$ cat src/rtl/matrix_pkg.sv
// Shared constants and state type for the 4x4 matrix multiplier datapath.
package matrix_pkg;

    localparam int N          = 4;
    localparam int LOAD_WORDS = 32;

    typedef enum logic {LOAD, FEED} feeder_state_t;

endpackage

$ cat src/rtl/operand_lane.sv
// One 4-entry operand buffer: host write port, pop-driven registered output,
// saturating read pointer (4 = empty, pops then yield 0).
module operand_lane
    import matrix_pkg::*;
#(
    parameter int DATA_W = 8
) (
    input  logic              clk,
    input  logic              reset,
    input  logic              clear,
    input  logic              we,
    input  logic [1:0]        waddr,
    input  logic [DATA_W-1:0] wdata,
    input  logic              pop,
    output logic [DATA_W-1:0] rdata
);

    logic [DATA_W-1:0] mem [N];
    logic [2:0]        ptr_q;

    // Storage write; contents survive clear and are simply overwritten on reload.
    always_ff @(posedge clk) begin
        if (we) begin
            mem[waddr] <= wdata;
        end
    end

    // Read pointer and output register; an empty lane answers a pop with 0.
    always_ff @(posedge clk) begin
        if (reset || clear) begin
            ptr_q <= 3'd0;
            rdata <= '0;
        end else if (pop) begin
            if (ptr_q[2]) begin
                rdata <= '0;
            end else begin
                rdata <= mem[ptr_q[1:0]];
                ptr_q <= ptr_q + 3'd1;
            end
        end
    end

endmodule

$ cat src/rtl/matrix_operand_feeder.sv
// Loads A (row lanes) and B (column lanes) from a 32-word host stream, then
// serves per-lane pop strobes from the multiplier controller until done.
module matrix_operand_feeder
    import matrix_pkg::*;
#(
    parameter int DATA_W = 8
) (
    input  logic              clk,
    input  logic              reset,
    input  logic              load_valid,
    output logic              load_ready,
    input  logic [DATA_W-1:0] load_data,
    output logic              operands_ready,
    input  logic              done_in,
    input  logic              rdA1,
    input  logic              rdA2,
    input  logic              rdA3,
    input  logic              rdA4,
    input  logic              rdB1,
    input  logic              rdB2,
    input  logic              rdB3,
    input  logic              rdB4,
    output logic [DATA_W-1:0] a_data1,
    output logic [DATA_W-1:0] a_data2,
    output logic [DATA_W-1:0] a_data3,
    output logic [DATA_W-1:0] a_data4,
    output logic [DATA_W-1:0] b_data1,
    output logic [DATA_W-1:0] b_data2,
    output logic [DATA_W-1:0] b_data3,
    output logic [DATA_W-1:0] b_data4
);

    feeder_state_t     state_q, state_d;
    logic [4:0]        w_q;
    logic              accept;
    logic              feed_done;
    logic [N-1:0]      rd_a, rd_b;
    logic [DATA_W-1:0] a_out [N];
    logic [DATA_W-1:0] b_out [N];

    assign load_ready     = (state_q == LOAD);
    assign operands_ready = (state_q == FEED);
    assign accept         = load_valid && load_ready;
    assign feed_done      = operands_ready && done_in;

    assign rd_a = {rdA4, rdA3, rdA2, rdA1};
    assign rd_b = {rdB4, rdB3, rdB2, rdB1};

    // Next state: last word moves to FEED, done returns to LOAD.
    always_comb begin
        state_d = state_q;
        if (accept && (w_q == 5'(LOAD_WORDS - 1))) begin
            state_d = FEED;
        end else if (feed_done) begin
            state_d = LOAD;
        end
    end

    // State and write index; the index wraps to 0 after word 31.
    always_ff @(posedge clk) begin
        if (reset) begin
            state_q <= LOAD;
            w_q     <= 5'd0;
        end else begin
            state_q <= state_d;
            if (accept) begin
                w_q <= w_q + 5'd1;
            end else if (feed_done) begin
                w_q <= 5'd0;
            end
        end
    end

    for (genvar i = 0; i < N; i++) begin : g_lane
        // A word w<16 goes to row lane w[3:2], entry w[1:0].
        operand_lane #(.DATA_W(DATA_W)) u_a_lane (
            .clk   (clk),
            .reset (reset),
            .clear (feed_done),
            .we    (accept && !w_q[4] && (w_q[3:2] == 2'(i))),
            .waddr (w_q[1:0]),
            .wdata (load_data),
            .pop   (rd_a[i] && operands_ready && !done_in),
            .rdata (a_out[i])
        );

        // B word is row-major B[k][j]: column lane j = w[1:0], entry k = w[3:2].
        operand_lane #(.DATA_W(DATA_W)) u_b_lane (
            .clk   (clk),
            .reset (reset),
            .clear (feed_done),
            .we    (accept && w_q[4] && (w_q[1:0] == 2'(i))),
            .waddr (w_q[3:2]),
            .wdata (load_data),
            .pop   (rd_b[i] && operands_ready && !done_in),
            .rdata (b_out[i])
        );
    end

    assign a_data1 = a_out[0];
    assign a_data2 = a_out[1];
    assign a_data3 = a_out[2];
    assign a_data4 = a_out[3];
    assign b_data1 = b_out[0];
    assign b_data2 = b_out[1];
    assign b_data3 = b_out[2];
    assign b_data4 = b_out[3];

endmodule
$ cat config.mk
export PLATFORM = sky130hd
export DESIGN_NAME = matrix_operand_feeder
export DESIGN_NICKNAME = d
export VERILOG_FILES = /design/src/rtl/matrix_pkg.sv /design/src/rtl/operand_lane.sv /design/src/rtl/matrix_operand_feeder.sv
export SDC_FILE = /design/constraint.sdc
export NUM_CORES = 1
export LEC_CHECK = 0
export CORE_UTILIZATION = 27
export DETAILED_ROUTE_END_ITERATION = 6
export PLACE_DENSITY_LB_ADDON = 0.05
export SYNTH_ARGS = -nofsm -noshare
export SYNTH_HDL_FRONTEND = slang
export SYNTH_SLANG_ARGS = --single-unit
$ cat constraint.sdc
create_clock -name clk -period 2.8 [get_ports clk]
set_input_delay 0.84 -clock clk [delete_from_list [all_inputs] [get_ports clk]]
set_output_delay 0.84 -clock clk [all_outputs]
set_load 0.02 [all_outputs]
==> impl_metrics.env, run 1 <==
export IMPL_grt_util_all_layers_pct=13.5
export IMPL_cp_startpoint="operands_ready$_SDFFE_PP0P_"
export IMPL_tightest_slew_ns=0.930
export IMPL_finalCriticalPeriod_ns=2.59
export IMPL_vias=6877
export IMPL_clockRootBuffer="clkbuf_16"
export IMPL_fin_area_um2=16800
export IMPL_fin_setup_tns_ns=0
export IMPL_startpoint_type="flop"
export IMPL_ir_worst_vdd_mv=0.470
export IMPL_crit_chain="buf_4 -> clkdlybuf4s50_1"
export IMPL_hold_viol=0
export IMPL_drive_gt1_share_pct=23.5
export IMPL_layout_commonest_cell="edfxtp_1"
export IMPL_vias_per_cell=4.43
export IMPL_synth_enable_flop_cells=256
export IMPL_slew_headroom_pct=37.9
export IMPL_htree_levels=2
export IMPL_clk_pin_slew_worst_paths_ns=0.06
export IMPL_crit_family="buffers and inverters"
export IMPL_min_path_type="flop to flop"
export IMPL_drt_total_wl_mm=33.2
export IMPL_worst_setup_path_type="flop to output port"
export IMPL_grt_first_pass_wirelength_mm=49.2
export IMPL_clkLatencyLatePin_ns=0.57
export IMPL_numClockSinks=366
export IMPL_ys_flop_type="edfxtp_1"
export IMPL_cts_tree="yes"
export IMPL_drv_slew=0
export IMPL_areaGrowthSynthToFinish_pct=25.7
export IMPL_slowest_stage="clkdlybuf4s50_1"
export IMPL_die_area_um2=50500
export IMPL_slowest_delay_ns=0.68
export IMPL_diodes=0
export IMPL_drtAntennaViolNets=0
export IMPL_cp_required_ns=1.96
export IMPL_floorplan_initialDensity_pct=27.4
export IMPL_synthCells=702
export IMPL_postCtsHoldBufs=0
export IMPL_power_density_nw_per_um2=708
export IMPL_place_gp_congestion=0.768
export IMPL_dr_pass1_iters=4
export IMPL_leakage_nw=5.53
export IMPL_max_cap_violations=0
export IMPL_syn_cell_area_um2=13400
export IMPL_port_buffers=85
export IMPL_final_nets=886
export IMPL_chipHeight_um=225
export IMPL_syn_num_nets=735
export IMPL_hpwlAfterDp_mm=20.6
export IMPL_skew_ns=0.0167
export IMPL_rsz0062_at_grt="false"
export IMPL_grt_max_degree=33
export IMPL_grt_pass1_vias=7423
export IMPL_syn_area_per_cell_um2=19.1
export IMPL_setup_violations=0
export IMPL_numCtsBuffers=44
export IMPL_endpoint_kind="output port"
export IMPL_core_area_um2=49000
export IMPL_critPathBufInv=2
export IMPL_hp_start="g_lane[1].u_a_lane.rdata[6]$_SDFFE_PP0P_"
export IMPL_die_w_um=225
export IMPL_final_period_utilization_pct=92.6
export IMPL_final_cell_mix="edfxtp_1, dfxtp_1, clkdlybuf4s50_1"
export IMPL_timing_hold_ws_ns=0.472
export IMPL_place_area_um2=15300
export IMPL_reg2reg_from="operands_ready$_SDFFE_PP0P_"
export IMPL_num_io_pins=86
export IMPL_fmax_ghz=0.386
export IMPL_clock_path_buffers=3
export IMPL_routedWlPerCell_um=21.4
export IMPL_worstPathArrival_ns=1.75
export IMPL_synthDistinctLibCells=39
export IMPL_num_rows=81
export IMPL_status="finished clean"
export IMPL_async_flop_share_pct=0
export IMPL_utilization_pct=34.4
export IMPL_drc_errors=0
export IMPL_yosysSeqAreaShare_pct=73.8
export IMPL_yosys_warnings=0
export IMPL_gr_total_overflow=0
export IMPL_antenna_found_initial=0
export IMPL_ys_ff_latch=366
export IMPL_critPathMaxFanout=9
export IMPL_drtIter0Drc=381
cells by family (layout without fill, tap and decap cells):
kind of cell / Yosys count / after routing / share of synthesized area (%)
buffers and inverters: 34 / 220 / 1.54
AOI/OAI and AO/OA: 91 / 91 / 5.53
DFF: 366 / 366 / 73.8
and+or+nand+nor: 115 / 115 / 5.82
adders and majority gates: 13 / 13 / 1.21
xor gates and xnor gates: 10 / 10 / 0.654
muxes: 73 / 73 / 11.4
layer usage:
metal / GRT usage [%] / vias up / routed length (µm)
met2: 22.3 / 144 / 16200
met5: 0 / - / 0
li1: - / 3125 / -
met1: 17.7 / 3557 / 14900
met4: 3.84 / 0 / 658
met3: 2.95 / 51 / 1440
final cells by class:
type | instances | area [µm²]
multi-input cells | 302 | 3300
inverters | 3 | 11.3
clock inverters | 21 | 240
repair buffers | 136 | 1320
flip-flops and latches | 366 | 9890
clock buffers | 60 | 1250
fillers | 4629 | 32100
well taps | 664 | 831
repair_timing:
item	CTS	global route
setup buffers	0	0
resized for setup	1	0
endpoints found under the setup margin	1	0
sequential cells by signal, indices dropped and copies added, names as in the netlist, named ones only:
signal / count
g_lane.u_a_lane.ptr_q: 12
g_lane.u_a_lane.rdata: 32
g_lane.u_b_lane.rdata: 32
w_q: 5
g_lane.u_b_lane.mem: 128
g_lane.u_b_lane.ptr_q: 12
operands_ready: 1
g_lane.u_a_lane.mem: 128
power by group:
| part | leakage [nW] | switching [mW] | internal [mW] |
|---|---|---|---|
| clock | 0.738 | 2.25 | 3.59 |
| combinational | 1.60 | 0.183 | 0.0827 |
| sequential | 3.19 | 0.0117 | 5.81 |
| total | 5.53 | 2.44 | 9.49 |
cells in the mapped netlist, types with 3 or more instances:
cell type  number  area [µm²]
nand2_1         7        26.3
dfxtp_1       110        2200
and2_1         16         100
nor3_1          4        20.0
edfxtp_1      256        7690
o21a_1          8        60.1
nor2_2          4        25.0
a22o_1         64         561
mux2i_1         9        90.1
buf_6           5        56.3
buf_2           9        45.0
buf_1           8        30.0
mux4_2         64        1440
xnor2_1         8        70.1
buf_4           8        60.1
a31oi_1         8        50.1
nor2_1         54         203
nor4b_4         8         190
inv_1           3        11.3
and4bb_2        8         100
ha_1           13         163
nand2b_1        3        18.8
a21oi_1         4        20.0
path summary, 6_finish.rpt:
path / endpoint / slack, ns / cells past startpoint
max: operands_ready / 0.21 / 2
min: g_lane[1].u_a_lane.rdata[6]$_SDFFE_PP0P_ / 0.47 / 1
max reg2reg: g_lane[0].u_a_lane.mem[0][1]$_DFFE_PP_ / 0.74 / 5
min reg2reg: g_lane[1].u_a_lane.rdata[6]$_SDFFE_PP0P_ / 0.47 / 1
through the flow:
stage	total power [mW]	worst slack (ns)	cells
2_1_floorplan	6.02	0.469	702
3_3_place_gp	6.21	-0.0167	1471
3_5_place_dp	6.21	-0.0711	1471
4_1_cts	12.1	0.136	1552
5_1_grt	12.4	0.120	1552
6_report	11.9	0.206	1552
Note: power is estimated with default switching activity, not from simulation.
==> run 2, diff against run 1 <==
SLEW_MARGIN = 20   (was unset)
clock period = 3.21 ns   (was 2.8 ns; I/O delays follow)
==> impl_metrics.env, run 2 (synthesis results as in run 1) <==
export IMPL_grt_util_all_layers_pct=13.7
export IMPL_leakage_nw=5.34
export IMPL_numClockSinks=366
export IMPL_port_buffers=85
export IMPL_tightest_slew_ns=0.855
export IMPL_fin_area_um2=16500
export IMPL_drc_errors=0
export IMPL_hpwlAfterDp_mm=21.4
export IMPL_grt_first_pass_wirelength_mm=50.1
export IMPL_drtIter0Drc=413
export IMPL_num_rows=81
export IMPL_hp_start="g_lane[1].u_a_lane.rdata[6]$_SDFFE_PP0P_"
export IMPL_worst_setup_path_type="flop to output port"
export IMPL_slowest_delay_ns=0.59
export IMPL_cts_setup_buffers=0
export IMPL_reg2reg_from="operands_ready$_SDFFE_PP0P_"
export IMPL_cp_required_ns=2.25
export IMPL_clkLatencyLatePin_ns=0.56
export IMPL_final_cell_mix="edfxtp_1, dfxtp_1, clkdlybuf4s50_1"
export IMPL_power_density_nw_per_um2=604
export IMPL_endpoint_kind="output port"
export IMPL_place_inst=1454
export IMPL_final_period_utilization_pct=88.9
export IMPL_htree_levels=2
export IMPL_drt_total_wl_mm=33.7
export IMPL_startpoint_type="flop"
export IMPL_antenna_found_initial=0
export IMPL_final_cells=1532
export IMPL_drv_slew=0
export IMPL_worstPathArrival_ns=1.89
export IMPL_die_w_um=225
export IMPL_hold_end="g_lane[1].u_a_lane.rdata[6]$_SDFFE_PP0P_"
export IMPL_routedWlPerCell_um=22.0
export IMPL_clock_path_buffers=3
export IMPL_gr_total_overflow=0
export IMPL_diodes=0
export IMPL_cp_startpoint="operands_ready$_SDFFE_PP0P_"
export IMPL_core_area_um2=49000
export IMPL_cts_resized=0
export IMPL_fin_setup_tns_ns=0
export IMPL_crit_chain="inv_1 -> clkdlybuf4s50_1"
export IMPL_num_io_pins=86
export IMPL_slowest_stage="clkdlybuf4s50_1"
export IMPL_grt_pass1_vias=7444
export IMPL_rsz0062_at_grt="false"
export IMPL_status="finished clean"
export IMPL_drtAntennaViolNets=0
export IMPL_clockRootBuffer="clkbuf_16"
export IMPL_final_nets=867
export IMPL_place_gp_congestion=0.740
export IMPL_finalCriticalPeriod_ns=2.85
export IMPL_chipHeight_um=225
export IMPL_ir_worst_vdd_mv=0.260
export IMPL_postCtsHoldBufs=0
export IMPL_numCtsBuffers=42
export IMPL_vias_per_cell=4.44
export IMPL_cts_tree="yes"
export IMPL_die_area_um2=50500
export IMPL_place_area_um2=15100
export IMPL_slew_headroom_pct=43.0
export IMPL_vias=6801
export IMPL_reg2regPathDepth=4
export IMPL_drive_gt1_share_pct=21.1
export IMPL_hold_viol=0
export IMPL_min_path_type="flop to flop"
export IMPL_floorplan_initialDensity_pct=27.4
export IMPL_grt_max_degree=33
export IMPL_skew_ns=0.0167
export IMPL_setup_violations=0
export IMPL_fmax_ghz=0.350
export IMPL_largestRegisters="g_lane.u_a_lane.mem x128, g_lane.u_b_lane.mem x128"
export IMPL_max_cap_violations=0
export IMPL_r2r_end="g_lane[0].u_a_lane.rdata[6]$_SDFFE_PP0P_"
export IMPL_layout_commonest_cell="edfxtp_1"
export IMPL_whs_path_depth=1
export IMPL_dr_pass1_iters=5
export IMPL_r2r_setup_slack_ns=1.04
export IMPL_critPathMaxFanout=9
export IMPL_clk_pin_slew_worst_paths_ns=0.06
export IMPL_areaGrowthSynthToFinish_pct=23.0
run 2: cell types whose count changed in the layout (fill, tap and decap cells not counted), sizes merged:
cell           before  now
bufinv              5    1
clkbuf             60   66
clkinv             13   10
clkdlybuf4s50      83   84
inv                 5    3
buf                52   35
dlygate4sd2         1    0
run 2: power by group:
group          switching, mW  leakage (nW)  internal (mW)
sequential            0.0109          3.19           5.07
clock                   1.87         0.664           2.78
combinational          0.160          1.49         0.0627
total                   2.04          5.34           7.91
run 2: area by class of cell:
| type | instances | area [µm²] |
|---|---|---|
| clock inverter | 12 | 85.1 |
| sequential | 366 | 9890 |
| inverter | 3 | 11.3 |
| timing repair buffer | 119 | 1100 |
| fill | 4606 | 32500 |
| multi-input combinational | 302 | 3300 |
| tap | 664 | 831 |
| clock buffer | 66 | 1260 |
run 2: worst max-delay path: cells and delay by family, from the launching register on:
family / cells / cell delay (ns)
buffers and inverters: 2 / 0.81
flip-flops: 1 / 0.53
run 2: worst max-delay path by stage:
stage,endpoint,cells after the start
global route,load_ready,2
detailed placement,g_lane[0].u_a_lane.mem[2][2]$_DFFE_PP_,4
global placement,g_lane[0].u_a_lane.mem[2][2]$_DFFE_PP_,4
CTS,load_ready,2
floorplan,g_lane[2].u_b_lane.mem[0][0]$_DFFE_PP_,4
finish,load_ready,2
run 2: through the flow:
stage	hold slack [ns]	total power [mW]	setup WS, ns	utilization (%)
6_report	0.473	9.96	0.355	33.7
3_3_place_gp	0.457	5.41	0.216	30.9
2_1_floorplan	0.476	5.25	0.756	-
5_1_grt	0.493	10.3	0.320	33.7
4_1_cts	0.479	10.1	0.327	33.7
3_5_place_dp	0.463	5.41	0.197	30.9
run 2: layer usage:
layer	global-route usage (%)	vias up	part of all wire, %
met4	4.81	0	2.4
met3	2.35	53	4.0
met2	22.8	153	49
met5	0	-	0
met1	18.1	3526	45
li1	-	3069	-
==> run 3, diff against run 2 <==
CTS_CLUSTER_DIAMETER = 50   (was unset)
PLACE_DENSITY_LB_ADDON = 0.1   (was 0.05)
==> impl_metrics.env, run 3 (synthesis results as in run 1) <==
export IMPL_postCtsHoldBufs=0
export IMPL_max_cap_violations=0
export IMPL_top_usage_layer="met2"
export IMPL_startpoint_type="flop"
export IMPL_switchingPower_mw=2.18
export IMPL_grt_use_met1_pct=16.1
export IMPL_cts_resized=0
export IMPL_htree_levels=2
export IMPL_place_gp_congestion=0.731
export IMPL_antenna_found_initial=0
export IMPL_hpwlAfterDp_mm=19.9
export IMPL_met2_usage_pct=21.9
export IMPL_ir_worst_vdd_mv=0.324
export IMPL_grt_util_all_layers_pct=12.8
export IMPL_endpoint_kind="output port"
export IMPL_skew_ns=0.0233
export IMPL_critPathMaxFanout=5
export IMPL_leakage_nw=5.48
export IMPL_hold_viol=0
export IMPL_routedWlPerCell_um=20.6
export IMPL_chipHeight_um=225
export IMPL_power_density_nw_per_um2=636
export IMPL_drtIter0Drc=434
export IMPL_internal_power_mw=8.48
export IMPL_fmax_ghz=0.360
export IMPL_drv_slew=0
export IMPL_worstPathArrival_ns=1.82
export IMPL_p_total_mw=10.7
export IMPL_vias=6786
export IMPL_status="finished clean"
export IMPL_vias_per_cell=4.41
export IMPL_grt_first_pass_wirelength_mm=47.3
export IMPL_setup_violations=0
export IMPL_gr_total_overflow=0
export IMPL_areaGrowthSynthToFinish_pct=25.0
export IMPL_num_io_pins=86
export IMPL_clockRootBuffer="clkbuf_16"
export IMPL_numCtsBuffers=46
export IMPL_dr_pass1_iters=4
export IMPL_die_w_um=225
export IMPL_swShare_pct=20.4
export IMPL_fin_setup_tns_ns=0
export IMPL_final_cell_mix="edfxtp_1, dfxtp_1, clkdlybuf4s50_1"
export IMPL_final_cells=1539
export IMPL_clock_path_buffers=3
export IMPL_cts_setup_buffers=0
export IMPL_clkLatencyLatePin_ns=0.57
export IMPL_drt_total_wl_mm=31.8
export IMPL_grt_max_degree=33
export IMPL_floorplan_initialDensity_pct=27.4
export IMPL_port_buffers=85
export IMPL_min_path_type="flop to flop"
export IMPL_grt_pass1_vias=7498
export IMPL_layout_commonest_cell="edfxtp_1"
export IMPL_drive_gt1_share_pct=22.5
export IMPL_cp_required_ns=2.25
export IMPL_final_nets=871
export IMPL_core_area_um2=49000
export IMPL_comb_power_share_pct=2.0
export IMPL_worst_setup_path_type="flop to output port"
export IMPL_drtAntennaViolNets=0
export IMPL_rsz0062_at_grt="false"
export IMPL_tightest_slew_ns=0.851
export IMPL_largestRegisters="g_lane.u_a_lane.mem x128, g_lane.u_b_lane.mem x128"
export IMPL_place_inst=1454
export IMPL_use_met3_pct=2.80
export IMPL_die_area_um2=50500
export IMPL_final_period_utilization_pct=86.6
export IMPL_num_rows=81
export IMPL_slew_headroom_pct=43.3
export IMPL_seq_power_share_pct=47.7
export IMPL_cts_tree="yes"
export IMPL_drc_errors=0
export IMPL_numClockSinks=366
export IMPL_clk_pin_slew_worst_paths_ns=0.05
export IMPL_pwr_share_clk_pct=50.3
export IMPL_finalCriticalPeriod_ns=2.78
run 3: cell types whose count changed in the layout (fill, tap and decap cells not counted):
cell	delta
diode_2	+1
clkinv_2	-1
clkbuf_8	-3
inv_6	+6
clkinv_4	+3
clkinv_1	+1
bufinv_16	+5
buf_4	-1
clkbuf_1	-9
buf_12	+1
clkbuf_16	+4
run 3: layout make-up:
type / instances / area (µm²)
clock buffers: 58 / 1290
diodes: 1 / 2.50
well taps: 664 / 831
flip-flops and latches: 366 / 9890
fillers: 4616 / 32200
multi-input cells: 302 / 3300
inverters: 3 / 11.3
repair buffers: 119 / 1110
clock inverters: 26 / 313
run 3: worst max-delay path, stage by stage (launching register included):
cell             delay [ns]
dfxtp_1                0.32
inv_1                  0.24
clkdlybuf4s50_1        0.68
run 3: per-layer routing:
metal,share of wire (%),vias to the layer above
met4,2.0,0
met5,0,-
met1,44,3505
li1,-,3091
met3,4.3,48
met2,50,142
run 3: worst paths after layout:
path / start / to / slack [ns] / depth (start not counted)
setup / recovery: operands_ready$_SDFFE_PP0P_ / load_ready / 0.43 / 2
hold reg to reg: g_lane[1].u_b_lane.rdata[6]$_SDFFE_PP0P_ / g_lane[1].u_b_lane.rdata[6]$_SDFFE_PP0P_ / 0.48 / 1
setup reg to reg: operands_ready$_SDFFE_PP0P_ / g_lane[3].u_a_lane.mem[0][0]$_DFFE_PP_ / 1.21 / 4
hold / removal: g_lane[1].u_b_lane.rdata[6]$_SDFFE_PP0P_ / g_lane[1].u_b_lane.rdata[6]$_SDFFE_PP0P_ / 0.48 / 1
run 3: power by group through the flow:
stage / clock [mW] / combinational [mW] / sequential [mW]
final: 5.36 / 0.216 / 5.08
after global routing: 5.67 / 0.235 / 5.08
after detailed placement: 0 / 0.224 / 5.18
after floorplan: 0 / 0.0726 / 5.17
after global placement: 0 / 0.221 / 5.18
after CTS: 5.49 / 0.224 / 5.08
run 3: through the flow:
step / utilization, % / setup WS [ns] / instance area (µm²) / hold slack (ns)
6_report: 34.2 / 0.431 / 16800 / 0.476
5_1_grt: 34.2 / 0.353 / 16700 / 0.495
4_1_cts: 34.2 / 0.384 / 16700 / 0.480
3_5_place_dp: 30.9 / 0.193 / 15100 / 0.464
3_3_place_gp: 30.9 / 0.213 / 15100 / 0.462
2_1_floorplan: - / 0.756 / 13400 / 0.476
